File: config.mk
export PLATFORM = sky130hd
export DESIGN_NAME = led_cmd_decoder
export DESIGN_NICKNAME = d
export VERILOG_FILES = /design/src/rtl/led_cmd_decoder.sv
export SDC_FILE = /design/constraint.sdc
export NUM_CORES = 1
export LEC_CHECK = 0
export BUFFER_PORTS_ARGS = -buffer_cell sky130_fd_sc_hd__clkbuf_2
export CORE_UTILIZATION = 25
export CTS_BUF_LIST = sky130_fd_sc_hd__clkbuf_8
export CTS_CLUSTER_DIAMETER = 200
export DETAILED_ROUTE_END_ITERATION = 12
export GPL_TIMING_DRIVEN = 0
export PLACE_DENSITY = 0.47
export SETUP_SLACK_MARGIN = 0.05
export SLEW_MARGIN = 20
export SYNTH_ARGS = -nofsm -noshare
export SYNTH_HDL_FRONTEND = slang
export SYNTH_SLANG_ARGS = --single-unit
File: constraint.sdc
create_clock -name clk -period 2.5 [get_ports clk]
set_input_delay 0 -clock clk [delete_from_list [all_inputs] [get_ports clk]]
set_output_delay 0 -clock clk [all_outputs]
set_load 0.01 [all_outputs]
File: src/rtl/led_cmd_decoder.sv
// Byte-stream decoder for 4-byte LED brightness frames (SYNC, ADDR, VAL, CHK).
// Holds one PWM compare value per LED channel and returns ACK/NAK for each frame.
module led_cmd_decoder #(
  parameter int unsigned CTR_LEN = 8,
  parameter int unsigned TIMEOUT = 500000,
  parameter logic [7:0]  SYNC    = 8'hA5,
  parameter logic [7:0]  ACK     = 8'h06,
  parameter logic [7:0]  NAK     = 8'h15
) (
  input  logic                   clk,
  input  logic                   rst_n,
  input  logic [7:0]             rx_data,
  input  logic                   rx_new_data,
  output logic [7:0]             tx_data,
  output logic                   tx_new_data,
  input  logic                   tx_block,
  output logic [8*CTR_LEN-1:0]   compare,
  output logic                   frame_ok
);

  localparam int unsigned CNT_W = (TIMEOUT > 2) ? $clog2(TIMEOUT) : 1;

  typedef enum logic [2:0] {
    IDLE,
    GET_ADDR,
    GET_VAL,
    GET_CHK,
    RESPOND
  } state_t;

  state_t           state_q, state_d;
  logic [CNT_W-1:0] cnt_q, cnt_d;
  logic [7:0]       addr_q, val_q;
  logic             frame_valid;
  logic             expired;

  // The CHK byte is compared live against the latched ADDR and VAL.
  assign frame_valid = (rx_data == (addr_q ^ val_q)) &&
                       ((addr_q <= 8'd7) || (addr_q == 8'hFF));
  assign expired     = (cnt_q == CNT_W'(TIMEOUT - 1));

  // Strobe is gated combinationally by tx_block so it is never raised in a blocked cycle.
  assign tx_new_data = (state_q == RESPOND) && !tx_block;

  // NOTE: every signal written here gets a default first so no latch is inferred.
  always_comb begin
    state_d = state_q;
    cnt_d   = '0;
    unique case (state_q)
      IDLE: begin
        if (rx_new_data && (rx_data == SYNC)) state_d = GET_ADDR;
      end
      GET_ADDR, GET_VAL, GET_CHK: begin
        if (rx_new_data) begin
          unique case (state_q)
            GET_ADDR: state_d = GET_VAL;
            GET_VAL:  state_d = GET_CHK;
            default:  state_d = RESPOND;
          endcase
        end else if (expired) begin
          state_d = IDLE;
        end else begin
          cnt_d = cnt_q + 1'b1;
        end
      end
      RESPOND: begin
        if (!tx_block) state_d = IDLE;
      end
      default: state_d = IDLE;
    endcase
  end

  // NOTE: sequential state uses non-blocking assignments so all registers update together.
  // NOTE: every register here, compare included, is cleared by reset so the LEDs start dark.
  always_ff @(posedge clk or negedge rst_n) begin
    if (!rst_n) begin
      state_q  <= IDLE;
      cnt_q    <= '0;
      addr_q   <= '0;
      val_q    <= '0;
      tx_data  <= '0;
      frame_ok <= 1'b0;
      compare  <= '0;
    end else begin
      state_q  <= state_d;
      cnt_q    <= cnt_d;
      frame_ok <= 1'b0;
      if (rx_new_data) begin
        unique case (state_q)
          GET_ADDR: addr_q <= rx_data;
          GET_VAL:  val_q  <= rx_data;
          GET_CHK: begin
            if (frame_valid) begin
              frame_ok <= 1'b1;
              tx_data  <= ACK;
              for (int i = 0; i < 8; i++) begin
                if ((addr_q == 8'hFF) || (addr_q == 8'(i)))
                  compare[i*CTR_LEN +: CTR_LEN] <= val_q[7 -: CTR_LEN];
              end
            end else begin
              tx_data <= NAK;
            end
          end
          default: ;
        endcase
      end
    end
  end

endmodule

==> flow_summary.toml <==
[clock_network]
cts_tree = "yes"
cts_max_level = 3
cts_max_path_buffers = 2
clkTransAtPathRegs_ns = 0.10
numCtsBuffers = 9
cts_sinks = 106
cts_root_buffer = "clkbuf_8"
insertion_delay_ns = 0.39

[detailed_routing]
wirelength_mm = 11.67
vias = 3240
firstDrtPassIters = 4
drt_iter0_markers = 162
drt-wirelength-per-cell_um = 15.74
viasPerCell = 4.372
drc = 0
postRouteAntennaNets = 0

[global_route]
grt_max_degree = 92
grtUsageTotal = 0.1238
grt_first_pass_wirelength_mm = 18.74
grt_pass1_vias = 3233
antenna_found_initial = 0
overflow = 0

[floorplan]
initial_core_util = 0.2574
pin_count = 86
coreArea_um2 = 18830
dieHeight_um = 141.2
die_x_um = 141.2
die_area_um2 = 19950
rows = 50

[cells_and_area]
post-route-util = 0.3237
fin_nets = 489
regArea_um2 = 2659
fillers = 1872
drive_above_1_share = 0.4657
antenna_cells = 0
area_growth_pct = 25.76
finalInstanceArea_um2 = 6096
multi_input_area_um2 = 2074

[placement]
dp_hpwl_mm = 7.907
placed_area_um2 = 5637
port_buffers = 81
routabilityCongestion = 0.7342
dp_slack_ns = -0.3082

[timing]
clock_skew_ns = 0.01452
setup_violations = 0
fin_crit_ns = 2.426
max_slew_margin = 0.5096
tns_ns = 0
rsz0062_at_grt = "true"
whs_ns = 0.02360
fmax_mhz = 412.2
hold_viol = 0
fin_ws_ns = 0.07378
post-route-period-util = 0.9705
maxSlewViolCount = 0
worst_pin_slew_ns = 0.7332

[yosys]
syn_area_um2 = 4847
yosysMostFrequentCell = "dfrtp_1"
synth_warnings = 0
avgSynthCellArea_um2 = 13.35
synthTopCellsByCount = "dfrtp_1 (106), mux2_2 (53), nor2_1 (30)"
synthTopCellsByArea = "dfrtp_1 (55%), mux2_2 (12%), mux2_4 (7.4%)"
ys_seq_elements = 106
ys_async_sr_fraction = 1.000
synth_edf_count = 0
ys_types = 45
synth_top_area_cell = "dfrtp_1"
dominantRegCellSynth = "dfrtp_1"
netlist_instances = 363
ys_seq_area_frac = 0.5472
netlist.area_leader.share = 0.5472

[critical_path]
worstPathRequired_ns = 2.78
cp.arrival_ns = 2.71
cp_max_fo = 8
critical_path_class = "reg -> reg"
cp-end-kind = "flip-flop"
start_kind = "flip-flop"

[power]
power.leakage_nw = 3.028
power_density_nw_per_um2 = 738.7
ir_drop_v = 0.0002433

[hold_path]
hold_class = "in -> reg"

[outcome]
outcome = "finished, final reports clean"

[flow_run]
drv_cap = 0
## worst paths after layout
kind                              from          end  slack [ns]  depth (start not counted)
max                          addr_q[7]  compare[22]        0.07                          6
min                        rx_new_data   state_q[1]        0.02                          4
max reg2reg                  addr_q[7]  compare[22]        0.07                          6
min reg2reg                 tx_data[2]   tx_data[2]        0.48                          1
max in group asynchronous        rst_n     val_q[3]        1.18                          3
min in group asynchronous        rst_n   compare[6]        0.20                          3
## registers in the layout, summed over array words and instances, names as in the netlist
signal	count
compare	64
cnt_q	19
addr_q	8
val_q	8
state_q	3
tx_data	3
frame_ok	1
## final cells by class
type / count / area share
clock buffers: 11 / 0.02484
flip-flops and latches: 106 / 0.4362
repair buffers: 107 / 0.1084
inverters: 7 / 0.004310
well taps: 260 / 0.05337
plain buffers: 17 / 0.02525
multi-input cells: 228 / 0.3403
clock inverters: 5 / 0.007389
## critical path, cell delays in order, from the launching register on
cell     delay (ns)
dfrtp_1        0.43
or4_4          0.61
nor2_4         0.15
nor2_2         0.12
or4b_4         0.56
buf_12         0.16
mux2_4         0.29
## per-layer routing
layer	track usage	wire [um]	vias up
li1	-	-	1498
met1	0.1655	5500	1645
met2	0.1949	5513	87
met3	0.03838	553	10
met4	0.02860	97	0
met5	0	0	-
## through the flow
step / std cells / power [mW]
floorplan: 366 / 2.922
global placement: 707 / 3.313
detailed placement: 708 / 3.353
CTS: 738 / 4.515
global route: 741 / 4.771
finish: 741 / 4.503
## report_power, final
group	switching, mW	internal (mW)
logic	0.646	0.601
registers	0.306	1.89
clock network	0.628	0.431
total	1.58	2.92
## kinds of logic after synthesis
group | Yosys count | share of synthesized area
buffers and inverters | 32 | 0.03976
adders and majority gates | 1 | 0.002581
xor gates and xnor gates | 24 | 0.06040
other | 1 | 0.0007737
DFF | 106 | 0.5472
AOI/OAI and AO/OA | 21 | 0.02556
and+or+nand+nor | 100 | 0.1239
muxes | 78 | 0.1998
## placed cells by master, fill, tap and decap left out, types with 6 or more instances in the layout
cell and instances:
dfrtp_1 101, clkbuf_2 82, mux2_2 53, nor2_1 28, mux2_4 24, buf_4 18
nand2_1 13, clkbuf_8 12, dlygate4sd3_1 11, xnor2_1 10, nand3_1 9, nor3_1 8
xor2_1 8, nand4_1 7, inv_1 7, a21oi_1 7, o21ai_0 6, xnor3_1 6
## repair_timing
item	CTS	global route
endpoints found under the setup margin	65	65
pin swaps	4	9
hold endpoints to repair	123	0
gates resized for setup	10	14
buffers inserted	9	5
hold buffers	11	0
Note: power is estimated with default switching activity, not from simulation.
